**config.mk**
```make
export PLATFORM = sky130hd
export DESIGN_NAME = mem_arbiter_rr
export DESIGN_NICKNAME = d
export VERILOG_FILES = /design/src/rtl/mem_arb_pkg.sv /design/src/rtl/rr_arbiter.sv /design/src/rtl/mem_arbiter_rr.sv
export SDC_FILE = /design/constraint.sdc
export NUM_CORES = 1
export LEC_CHECK = 0
export CORE_MARGIN = 2
export CORE_UTILIZATION = 39
export DETAILED_ROUTE_END_ITERATION = 8
export HOLD_SLACK_MARGIN = 0.1
export PLACE_DENSITY = 0.81
export SYNTH_ARGS = -nofsm -noshare
export SYNTH_HDL_FRONTEND = slang
export SYNTH_SLANG_ARGS = --single-unit
```
**constraint.sdc**
```tcl
create_clock -name clock -period 2 [get_ports clock]
set_clock_uncertainty 0.2 [all_clocks]
set_input_delay 0.3 -clock clock [delete_from_list [all_inputs] [get_ports clock]]
set_output_delay 0.3 -clock clock [all_outputs]
set_load 0.03 [all_outputs]
```
**src/rtl/mem_arb_pkg.sv**
```systemverilog
// Shared types and helpers for the round-robin memory arbiter.
package mem_arb_pkg;

   typedef enum logic [1:0] {
      IDLE  = 2'd0,
      ISSUE = 2'd1,
      WAIT  = 2'd2
   } state_t;

   localparam int unsigned DEF_NUM_CORES  = 2;
   localparam int unsigned DEF_ADDR_W     = 32;
   localparam int unsigned DEF_DATA_W     = 32;
   localparam int unsigned DEF_RD_LATENCY = 1;

   function automatic int unsigned idx_width(input int unsigned n);
      return (n > 1) ? $clog2(n) : 1;
   endfunction

endpackage

```
**src/rtl/rr_arbiter.sv**
```systemverilog
// Round-robin winner search from a rotating priority pointer; the pointer
// advances past the winner whenever the owner accepts the grant.
module rr_arbiter
   import mem_arb_pkg::*;
#(
   parameter int unsigned NUM_CORES = DEF_NUM_CORES,
   localparam int unsigned IW = idx_width(NUM_CORES)
) (
   input  logic                 clock,
   input  logic                 reset,
   input  logic [NUM_CORES-1:0] req,
   input  logic                 accept,
   output logic [NUM_CORES-1:0] onehot,
   output logic [IW-1:0]        index,
   output logic                 found,
   output logic [IW-1:0]        ptr
);

   int unsigned j;

   always_comb begin
      onehot = '0;
      index  = '0;
      found  = 1'b0;
      j      = 0;
      for (int unsigned i = 0; i < NUM_CORES; i++) begin
         j = 32'(ptr) + i;
         if (j >= NUM_CORES) j = j - NUM_CORES;
         if (!found && req[IW'(j)]) begin
            found           = 1'b1;
            index           = IW'(j);
            onehot[IW'(j)]  = 1'b1;
         end
      end
   end

   always_ff @(posedge clock) begin
      if (reset) begin
         ptr <= '0;
      end else if (accept && found) begin
         ptr <= (index == IW'(NUM_CORES - 1)) ? '0 : index + 1'b1;
      end
   end

endmodule

```
**src/rtl/mem_arbiter_rr.sv**
```systemverilog
// Round-robin arbiter of NUM_CORES core ports onto one shared memory, one
// transaction in flight. Optional perf counters via MEM_ARB_PERF_CNT_EN.
module mem_arbiter_rr
   import mem_arb_pkg::*;
#(
   parameter int unsigned NUM_CORES  = DEF_NUM_CORES,
   parameter int unsigned ADDR_W     = DEF_ADDR_W,
   parameter int unsigned DATA_W     = DEF_DATA_W,
   parameter int unsigned RD_LATENCY = DEF_RD_LATENCY
) (
   input  logic                        clock,
   input  logic                        reset,
   input  logic [NUM_CORES-1:0]        core_req,
   input  logic [NUM_CORES-1:0]        core_write,
   input  logic [NUM_CORES*ADDR_W-1:0] core_addr,
   input  logic [NUM_CORES*DATA_W-1:0] core_wdata,
   output logic [NUM_CORES-1:0]        core_gnt,
   output logic [NUM_CORES-1:0]        core_rvalid,
   output logic [NUM_CORES*DATA_W-1:0] core_rdata,
   output logic                        mem_en,
   output logic                        mem_write,
   output logic [ADDR_W-1:0]           mem_addr,
   output logic [DATA_W-1:0]           mem_wdata,
   input  logic [DATA_W-1:0]           mem_rdata
`ifdef MEM_ARB_PERF_CNT_EN
   ,
   output logic [NUM_CORES*32-1:0]     perf_gnt_cnt,
   output logic [NUM_CORES*32-1:0]     perf_stall_cnt
`endif
);

   localparam int unsigned IW = idx_width(NUM_CORES);
   localparam int unsigned CW = idx_width(RD_LATENCY);

   state_t                 state;
   logic [IW-1:0]          cur;
   logic [CW-1:0]          cnt;
   logic [NUM_CORES-1:0]   win;
   logic [IW-1:0]          win_idx;
   logic                   found;
   logic [IW-1:0]          ptr;

   rr_arbiter #(.NUM_CORES(NUM_CORES)) u_arb (
      .clock  (clock),
      .reset  (reset),
      .req    (core_req),
      .accept (state == IDLE),
      .onehot (win),
      .index  (win_idx),
      .found  (found),
      .ptr    (ptr)
   );

   always_ff @(posedge clock) begin
      if (reset) begin
         state       <= IDLE;
         core_gnt    <= '0;
         core_rvalid <= '0;
         core_rdata  <= '0;
         mem_en      <= 1'b0;
         mem_write   <= 1'b0;
         mem_addr    <= '0;
         mem_wdata   <= '0;
         cur         <= '0;
         cnt         <= '0;
      end else begin
         core_gnt    <= '0;
         core_rvalid <= '0;
         mem_en      <= 1'b0;
         case (state)
            IDLE: begin
               if (found) begin
                  core_gnt  <= win;
                  mem_en    <= 1'b1;
                  mem_write <= core_write[win_idx];
                  mem_addr  <= core_addr[win_idx*ADDR_W +: ADDR_W];
                  mem_wdata <= core_wdata[win_idx*DATA_W +: DATA_W];
                  cur       <= win_idx;
                  state     <= ISSUE;
               end
            end
            // mem_write still holds the issued operation here
            ISSUE: begin
               if (mem_write) begin
                  state <= IDLE;
               end else begin
                  cnt   <= CW'(RD_LATENCY - 1);
                  state <= WAIT;
               end
            end
            WAIT: begin
               if (cnt == '0) begin
                  core_rvalid[cur]                  <= 1'b1;
                  core_rdata[cur*DATA_W +: DATA_W]  <= mem_rdata;
                  state                             <= IDLE;
               end else begin
                  cnt <= cnt - 1'b1;
               end
            end
            default: state <= IDLE;
         endcase
      end
   end

`ifdef MEM_ARB_PERF_CNT_EN
   // grant count wraps; stall count saturates
   always_ff @(posedge clock) begin
      if (reset) begin
         perf_gnt_cnt   <= '0;
         perf_stall_cnt <= '0;
      end else begin
         for (int unsigned i = 0; i < NUM_CORES; i++) begin
            if (core_gnt[i])
               perf_gnt_cnt[i*32 +: 32] <= perf_gnt_cnt[i*32 +: 32] + 32'd1;
            if (core_req[i] && !core_gnt[i] && (perf_stall_cnt[i*32 +: 32] != '1))
               perf_stall_cnt[i*32 +: 32] <= perf_stall_cnt[i*32 +: 32] + 32'd1;
         end
      end
   end
`endif

endmodule

```
==> metrics list, run 1 <==
* Timing startpoint of the critical path: mem_addr[28]$_SDFFE_PP0P_
- After synthesis, the netlist uses 26 different library cells.
- Summed over all failing endpoints, the final setup total negative slack is 0 ns.
- Of the total power, the share spent switching nets is a little over a quarter.
- Critical path launch point type: flip-flop
- Grouping stages by cell kind, the critical path spends the most delay in buffers and inverters.
* Number of ports placed on the die boundary: 300
- Register bit total from synthesis: around 140
- Final Slew Violations: 0
* Status: completed
- Cell area after synthesis: 5630 um2
* Routability Congestion: 0.823
- Series of cell instances along the critical path: clkdlybuf4s50_1
- Post-DR wirelength/cell: 17.3 um
* Logic pwr share: 20.7%
- Most common cell in the synthesized netlist: sky130_fd_sc_hd__dfxtp_1
- The number of antenna diodes in the final layout is 0.
* Wire length of the first global-routing pass: about 30,000 um
- Setup repair after global routing left no endpoint under its margin.
- Cell internal power was estimated by the tool at ~0.006 W.
* Final hold violations: 0
- Clock network latency to the later pin of the worst-skew pair: 0.41 ns
* Number of antenna violations at the first check in global routing: 0
- Slowest cell on crit path: sky130_fd_sc_hd__clkdlybuf4s50_1
* Number of optimization iterations in the first detailed-route pass: 6
- Required time at the worst-slack endpoint: 1.50 ns
- Root buffer cell: sky130_fd_sc_hd__clkbuf_16
- Remaining antenna violation count after routing: 0
- Area occupied by registers: 2760 um2
- The most used flip-flop cell after synthesis is sky130_fd_sc_hd__dfxtp_1.
- Portion of total power attributed to the clock network: 43.2%
- Detailed placement finished with a half-perimeter wire length of 13,400 um.
- CP max stage delay: 0.70 ns
- Starting utilization of the core area: slightly above 40%
* Max FO, Critical Path: 2
- Across the run, the number of max-cap violations was 0.
- Startpoint of the most critical register-to-register path: state[1]$_SDFFE_PP0P_
* Drt initial violations: 456
- Final Routed Wirelength: between 15,000 and 20,000 um
- Number of cell rows: 43
- Port Buffers: roughly 300
- The critical path is of the flip-flop to output pin type.
- Static timing analysis puts the maximum clock frequency at roughly 500 MHz.
- For the pin with the worst max-slew slack, the measured transition is just over 0.5 ns.
- Proportion of netlist area held by the largest area contributor: about half
- In this run, synthesis inferred 0 flip-flops with an integrated enable.
* Buffer and inverter count on the worst path: 1
- Fill cells in the final layout number around 1,100.
- The total overflow left after global routing is 0.
- WP data arrival: 1.46 ns
- Summed over all nets, the switching power comes to between 0.002 and 0.0025 W.
- CTS HTree Levels: 4
- In the routed design, unresolved DRC markers number 0.
- Clock input transition at the sequential cells of the worst setup and hold paths: about 0.06 ns
- Proportion of layout cells with a drive suffix above 1: around 6.6%
- Number of clock sinks seen by CTS: between 100 and 150
* Die outline area: approximately 15,000 um2
- The floorplan step set the die width to approximately 120 um.
- The setup check on the worst reg-to-reg path leaves a slack of 0.32 ns.
* Maximum resistive drop on vdd: 588 uV
* Largest cells by area after synthesis: sky130_fd_sc_hd__dfxtp_1 (49%), sky130_fd_sc_hd__nand2_1 (8.6%), sky130_fd_sc_hd__a31oi_1 (7.2%)
- Ratio of final minimum period to clock period: a little over nine tenths
- Number of global-route vias before repair: 5,756
- Launch point of the worst hold path: reset
* Async set or reset register ratio after synthesis: 0%
- Global-route total usage across every layer: ~25%
- Relative contribution of sequential cells to total power: 36.1%
- Hold Path Class: input port to flip-flop
* Net count of the finished layout: 1,121
* Largest net degree at the start of global routing: between 60 and 70
- Summing over every cut layer, the via total after detailed routing is 6,276.
- Dividing the detail-routed via count by the number of cells gives approximately 5.5.
* Die boundary height: between 100 and 150 um
- TritonCTS clock tree: yes
* Max transition margin: between 60% and 70%
- The completed layout was analyzed and its total power is approximately 0.0083 W.
* Worst setup EP type: output pin
* CORE AREA: 14,000 um2
- The area growth from synthesis to layout is 68.2%.
- Syn Inst Count: 694
- Power density of the placed cells: about 900 nW/um2
- Count of final setup violators: 0
- Yosys synthesis warning count: 0
- Area of combinational cells with multiple inputs: 2440 um2
* Number of buffers between clock root and the deepest sink: 2
* Sequential-to-total area share from yosys stat: roughly half
- Leakage power figure: ~3.4 nW
- Number of buffers created by CTS: 17
* Mean instance size in the synthesized netlist: ~8.1 um2
* Cell type contributing the most total cell area after synthesis: sky130_fd_sc_hd__dfxtp_1
- Subtracting the final worst setup slack from the clock period gives 1.96 ns.
- Hold Worst Slack: between 0.15 and 0.2 ns
- The number of nets handed over by synthesis was 860.
* Most common library cells after synthesis: sky130_fd_sc_hd__dfxtp_1 (138), sky130_fd_sc_hd__nand2_1 (129), sky130_fd_sc_hd__a21oi_1 (66), sky130_fd_sc_hd__nand3_1 (66)
area by class of cell:
class                   count  share of cell area (%)
well taps                 180                    2.38
repair buffers            323                    35.5
multi-input cells         475                    25.8
flip-flops and latches    138                    29.2
clock buffers              18                    4.64
clock inverters            14                    2.55
routing by layer:
metal  part of all wire [%]  wire length, um  vias to the layer above  track usage [%]
li1                       -                -                     3025                -
met1                     38             7650                     2929             28.7
met2                     50             9920                      283             41.9
met3                    9.1             1820                       39             8.70
met4                    2.5              500                        0             10.9
met5                      0                0                        -                0
sequential cells by signal, summed over array words and instances (netlist names):
name and count:
mem_en 1, mem_wdata 32, cur 1, core_rvalid 2, core_rdata 64, core_gnt 2
u_arb.ptr 1, state 2, mem_addr 32, mem_write 1
worst paths after layout:
path	end	depth (start not counted)
max	mem_addr[28]	1
min reg2reg	core_rdata[2]$_SDFFE_PP0P_	2
min	core_rdata[6]$_SDFFE_PP0P_	2
max reg2reg	mem_wdata[28]$_SDFFE_PP0P_	4
metrics by stage:
| step | std cells | setup slack [ns] | util (%) | area, um2 |
|---|---|---|---|---|
| 2_1_floorplan | 694 | 0.504 | - | 5630 |
| 3_3_place_gp | 1115 | 0.206 | 62.6 | 8760 |
| 3_5_place_dp | 1115 | 0.153 | 62.6 | 8760 |
| 4_1_cts | 1148 | 0.000636 | 67.5 | 9450 |
| 5_1_grt | 1148 | 0.00259 | 67.7 | 9470 |
| 6_report | 1148 | 0.0359 | 67.7 | 9470 |
cells in the final DEF, fill, tap and decap left out, drive strengths merged, types with 2 or more instances in the layout:
master | Yosys | layout
clkinvlp | 0 | 4
clkdlybuf4s50 | 0 | 282
o21ai | 65 | 65
dfxtp | 138 | 138
nand4 | 65 | 65
clkinv | 0 | 2
nand2 | 129 | 129
bufinv | 0 | 6
inv | 0 | 2
nor3b | 2 | 2
or2 | 2 | 2
a31oi | 65 | 65
a21oi | 66 | 66
dlygate4sd2 | 0 | 5
clkbuf | 26 | 18
nand3 | 66 | 66
dlymetal6s2s | 0 | 10
buf | 55 | 25
nor2 | 7 | 7
logic make-up after synthesis:
logic type             count (synthesis)  share of synthesized area, %
AOI/OAI and AO/OA                    199                          19.4
DFF                                  138                          49.1
and+or+nand+nor                      276                          23.6
buffers and inverters                 81                          8.00
power groups by stage:
stage	Sequential, W	Combinational [W]	Clock [W]
finish	0.00301	0.00173	0.00360
global route	0.00302	0.00184	0.00378
CTS	0.00301	0.00173	0.00366
detailed placement	0.00306	0.00172	0
global placement	0.00306	0.00171	0
floorplan	0.00336	0.000592	0
what timing repair did:
| item | CTS | global route |
|---|---|---|
| setup buffers | 0 | 0 |
| hold buffers | 1 | 0 |
| hold endpoints to repair | 1 | 0 |
| resized for setup | 5 | 10 |
| endpoints found under the setup margin | 5 | 10 |
Note: power is estimated with default switching activity, not from simulation.
==> inputs of run 2 (changes only) <==
- CELL_PAD_IN_SITES_DETAIL_PLACEMENT: default -> 0
- CELL_PAD_IN_SITES_GLOBAL_PLACEMENT: default -> 1
- CORE_UTILIZATION: 39 -> 27
==> run 2 against run 1 <==
First-iteration DRC count is 38% lower. Routed wire length is 7.0% higher. Clock-buffer cell count is 1 lower. Core utilization is 21 points lower. Final cell count is 8.1% higher. Via count is 2.1% lower. Fmax is 0.29% higher. Hold slack better by 0.013 ns. Design area is 1.2% higher. Flip-flop and latch count stayed put. Sequential share of layout area is 0.34 points lower. Clock power is 7.8% lower. Critical endpoint is now mem_addr[26]. Largest cell class unchanged.
==> metrics list, run 2 (synthesis gave the netlist of run 1 again) <==
- Routability Congestion: 0.753
* Post-DR wirelength/cell: 17.2 um
* TritonCTS clock tree: yes
- Status: completed
- The number of antenna violations at the first check in global routing was 0.
- The die is 148 um wide.
- Class of the most critical setup path: flip-flop to output pin
* Residual overflow from global routing: 0
- Broken down by cell family, the worst path's largest delay share belongs to buffers and inverters.
- Critical path launch point type: flip-flop
- In the final layout, the registers with the most flip-flops are core_rdata (64), mem_addr (32), mem_wdata (32).
- Switching Fraction: 29.3%
* Post-placement cell count: between 1,000 and 1,500
- Of the available clock period, the critical path in the final layout requires 97.9%.
- Largest net degree at the start of global routing: 75
- Number of clock sinks seen by CTS: roughly 140
- Clock-pin slew was measured on the worst setup and hold paths at around 0.06 ns.
- Setup repair after global routing left no endpoint under its margin.
* Net count of the finished layout: approximately 1,100
- Final non-filler cell area: roughly 9600 um2
* TNS Setup: 0 ns
* Most used cells in the layout excluding fill and tap cells: sky130_fd_sc_hd__clkdlybuf4s50_1 (273), sky130_fd_sc_hd__dfxtp_1 (138), sky130_fd_sc_hd__nand2_1 (129)
- The count of pins over their slew limit is 0.
* Clock network latency to the later pin of the worst-skew pair: ~0.4 ns
- Counting the fill cells in the layout gives 2,005.
- Port buffering added 299 buffers.
* Required time at the worst-slack endpoint: around 1.5 ns
- Logic pwr share: between 20% and 30%
* Die outline area: 22,000 um2
- Before CTS, the worst setup slack after placement is ~0.11 ns.
- CP max stage delay: approximately 0.68 ns
* Starting utilization of the core area: 27.6%
- Total number of vias: 6,143
* Buffer and inverter count on the worst path: 1
- Final setup slack of the worst path: ~0.042 ns
- Max FO, Critical Path: 2
* Most frequent standard cell in the layout excluding fill and tap cells: sky130_fd_sc_hd__clkdlybuf4s50_1
- In the routed layout, each cell is associated on average with a via count of just under 5.
- The repair_antennas step left the layout with diodes totalling 0.
* Hold Path Class: input port to flip-flop
* Drt initial violations: 281
- Number of buffers created by CTS: 17
- Final Routed Wirelength: ~21,000 um
- Portion of total power attributed to the clock network: 41.0%
- After the flow finishes, the layout carries non-filler instances totaling ~1,200.
- Setup violations remaining at the end of the flow were counted as 0.
- Internal Power: between 0.005 and 0.006 W
- The signal on the critical path passes through clkdlybuf4s50_1.
* Number of ports placed on the die boundary: 300
- Area of combinational cells with multiple inputs: 2440 um2
- Largest register by flop count: core_rdata
- Remaining DRCs: 0
- Wire length of the first global-routing pass: roughly 33,000 um
* CORE AREA: roughly 20,000 um2
* Maximum resistive drop on vdd: around 500 uV
- Measured on the finished design, the core utilization comes to between 40 and 50%.
- The register with the most flip-flops in the layout has 64 of them.
- Post-synthesis to final-layout area growth: 70.2%
- Headroom to the max-slew limit came out at a little under three quarters.
* Root buffer cell: sky130_fd_sc_hd__clkbuf_16
* Area occupied by registers: ~2800 um2
- Leakage power figure: 3.48 nW
* Remaining antenna violation count after routing: 0
- Once placement finished, the instance area stood at 8940 um2.
* Relative contribution of sequential cells to total power: between 30 and 40%
- Pin slew with the least headroom to its limit: between 0.4 and 0.5 ns
- The final hold violation count was 0.
- Detailed placement finished with a half-perimeter wire length of ~15,000 um.
* Die boundary height: between 100 and 150 um
- CTS HTree Levels: 4
* Worst setup EP type: output pin
* Slowest cell on crit path: sky130_fd_sc_hd__clkdlybuf4s50_1
* Number of optimization iterations in the first detailed-route pass: 4
- For this run, the total global-route usage over all layers was measured as 19.0%.
* Switching Power: between 0.002 and 0.0025 W
- Number of cell rows: 52
- Power spread over the standard cell area amounts to 844 nW/um2.
* Number of max-cap violations: 0
- Based on the critical path, the design can be clocked at up to 511 MHz.
- The post-route netlist has about 7.0% of its cells at a drive strength greater than 1.
* WP data arrival: about 1.5 ns
* Number of global-route vias before repair: around 6,000
- Counting along the longest clock path gives a buffer depth of 2.
- The clock period could shrink to 1.96 ns.
run 2: changes by cell type in the layout (fill, tap and decap cells not counted):
cell and delta:
sky130_fd_sc_hd__clkdlybuf4s50_1 -9, sky130_fd_sc_hd__dlygate4sd2_1 +4, sky130_fd_sc_hd__buf_12 +3, sky130_fd_sc_hd__clkinvlp_4 -1, sky130_fd_sc_hd__inv_8 +1, sky130_fd_sc_hd__dlygate4sd3_1 -1, sky130_fd_sc_hd__clkbuf_8 -1, sky130_fd_sc_hd__dlymetal6s2s_1 +5
sky130_fd_sc_hd__bufinv_16 -3, sky130_fd_sc_hd__clkinv_4 +1, sky130_fd_sc_hd__inv_6 +3, sky130_fd_sc_hd__buf_4 +1
run 2: final cells by class:
| class | instances | share of cell area, % |
|---|---|---|
| Clock buffer | 17 | 4.44 |
| Clock inverter | 15 | 1.98 |
| Multi-Input combinational cell | 475 | 25.5 |
| Sequential cell | 138 | 28.8 |
| Tap cell | 270 | 3.52 |
| Timing Repair Buffer | 326 | 35.8 |
run 2: path summary, 6_finish.rpt:
kind / startpoint / endpoint / slack, ns / cells after the start
max reg2reg: state[1]$_SDFFE_PP0P_ / mem_wdata[4]$_SDFFE_PP0P_ / 0.29 / 4
min reg2reg: core_rdata[0]$_SDFFE_PP0P_ / core_rdata[0]$_SDFFE_PP0P_ / 0.25 / 2
max: mem_addr[26]$_SDFFE_PP0P_ / mem_addr[26] / 0.04 / 1
min: reset / core_rdata[36]$_SDFFE_PP0P_ / 0.17 / 3
run 2: metrics by stage:
stage | hold slack, ns | total power [W]
2_1_floorplan | 0.236 | 0.00395
3_3_place_gp | 0.241 | 0.00485
3_5_place_dp | 0.245 | 0.00486
4_1_cts | 0.170 | 0.00819
5_1_grt | 0.176 | 0.00845
6_report | 0.174 | 0.00809
run 2: per-layer routing:
metal | track usage [%] | vias to the layer above | part of all wire (%) | routed length (um)
met3 | 6.96 | 23 | 8.8 | 1870
met2 | 29.7 | 252 | 46 | 9880
li1 | - | 3028 | - | -
met1 | 23.9 | 2840 | 43 | 9080
met5 | 0 | - | 0 | 0
met4 | 7.57 | 0 | 2.1 | 456
run 2: repair_timing:
action | 4_1_cts | 5_1_grt
setup endpoints to repair | 9 | 15
gates resized for setup | 9 | 15
gates cloned | 0 | 0
hold buffers | 0 | 0
endpoints found under the hold margin | 0 | 0
buffers inserted | 0 | 0
run 2: power groups by stage:
stage               Sequential [W]  Combinational [W]  Clock, W
floorplan                  0.00336           0.000592         0
CTS                        0.00301            0.00179   0.00340
detailed placement         0.00307            0.00179         0
global route               0.00302            0.00189   0.00353
global placement           0.00307            0.00178         0
finish                     0.00301            0.00177   0.00332
run 2: worst reg2reg max path: cells and delay by family (launching register included):
kind	cells	cell delay (ns)
buf+inv	1	0.23
compound gates	2	0.30
flops	1	0.37
simple gates	1	0.47
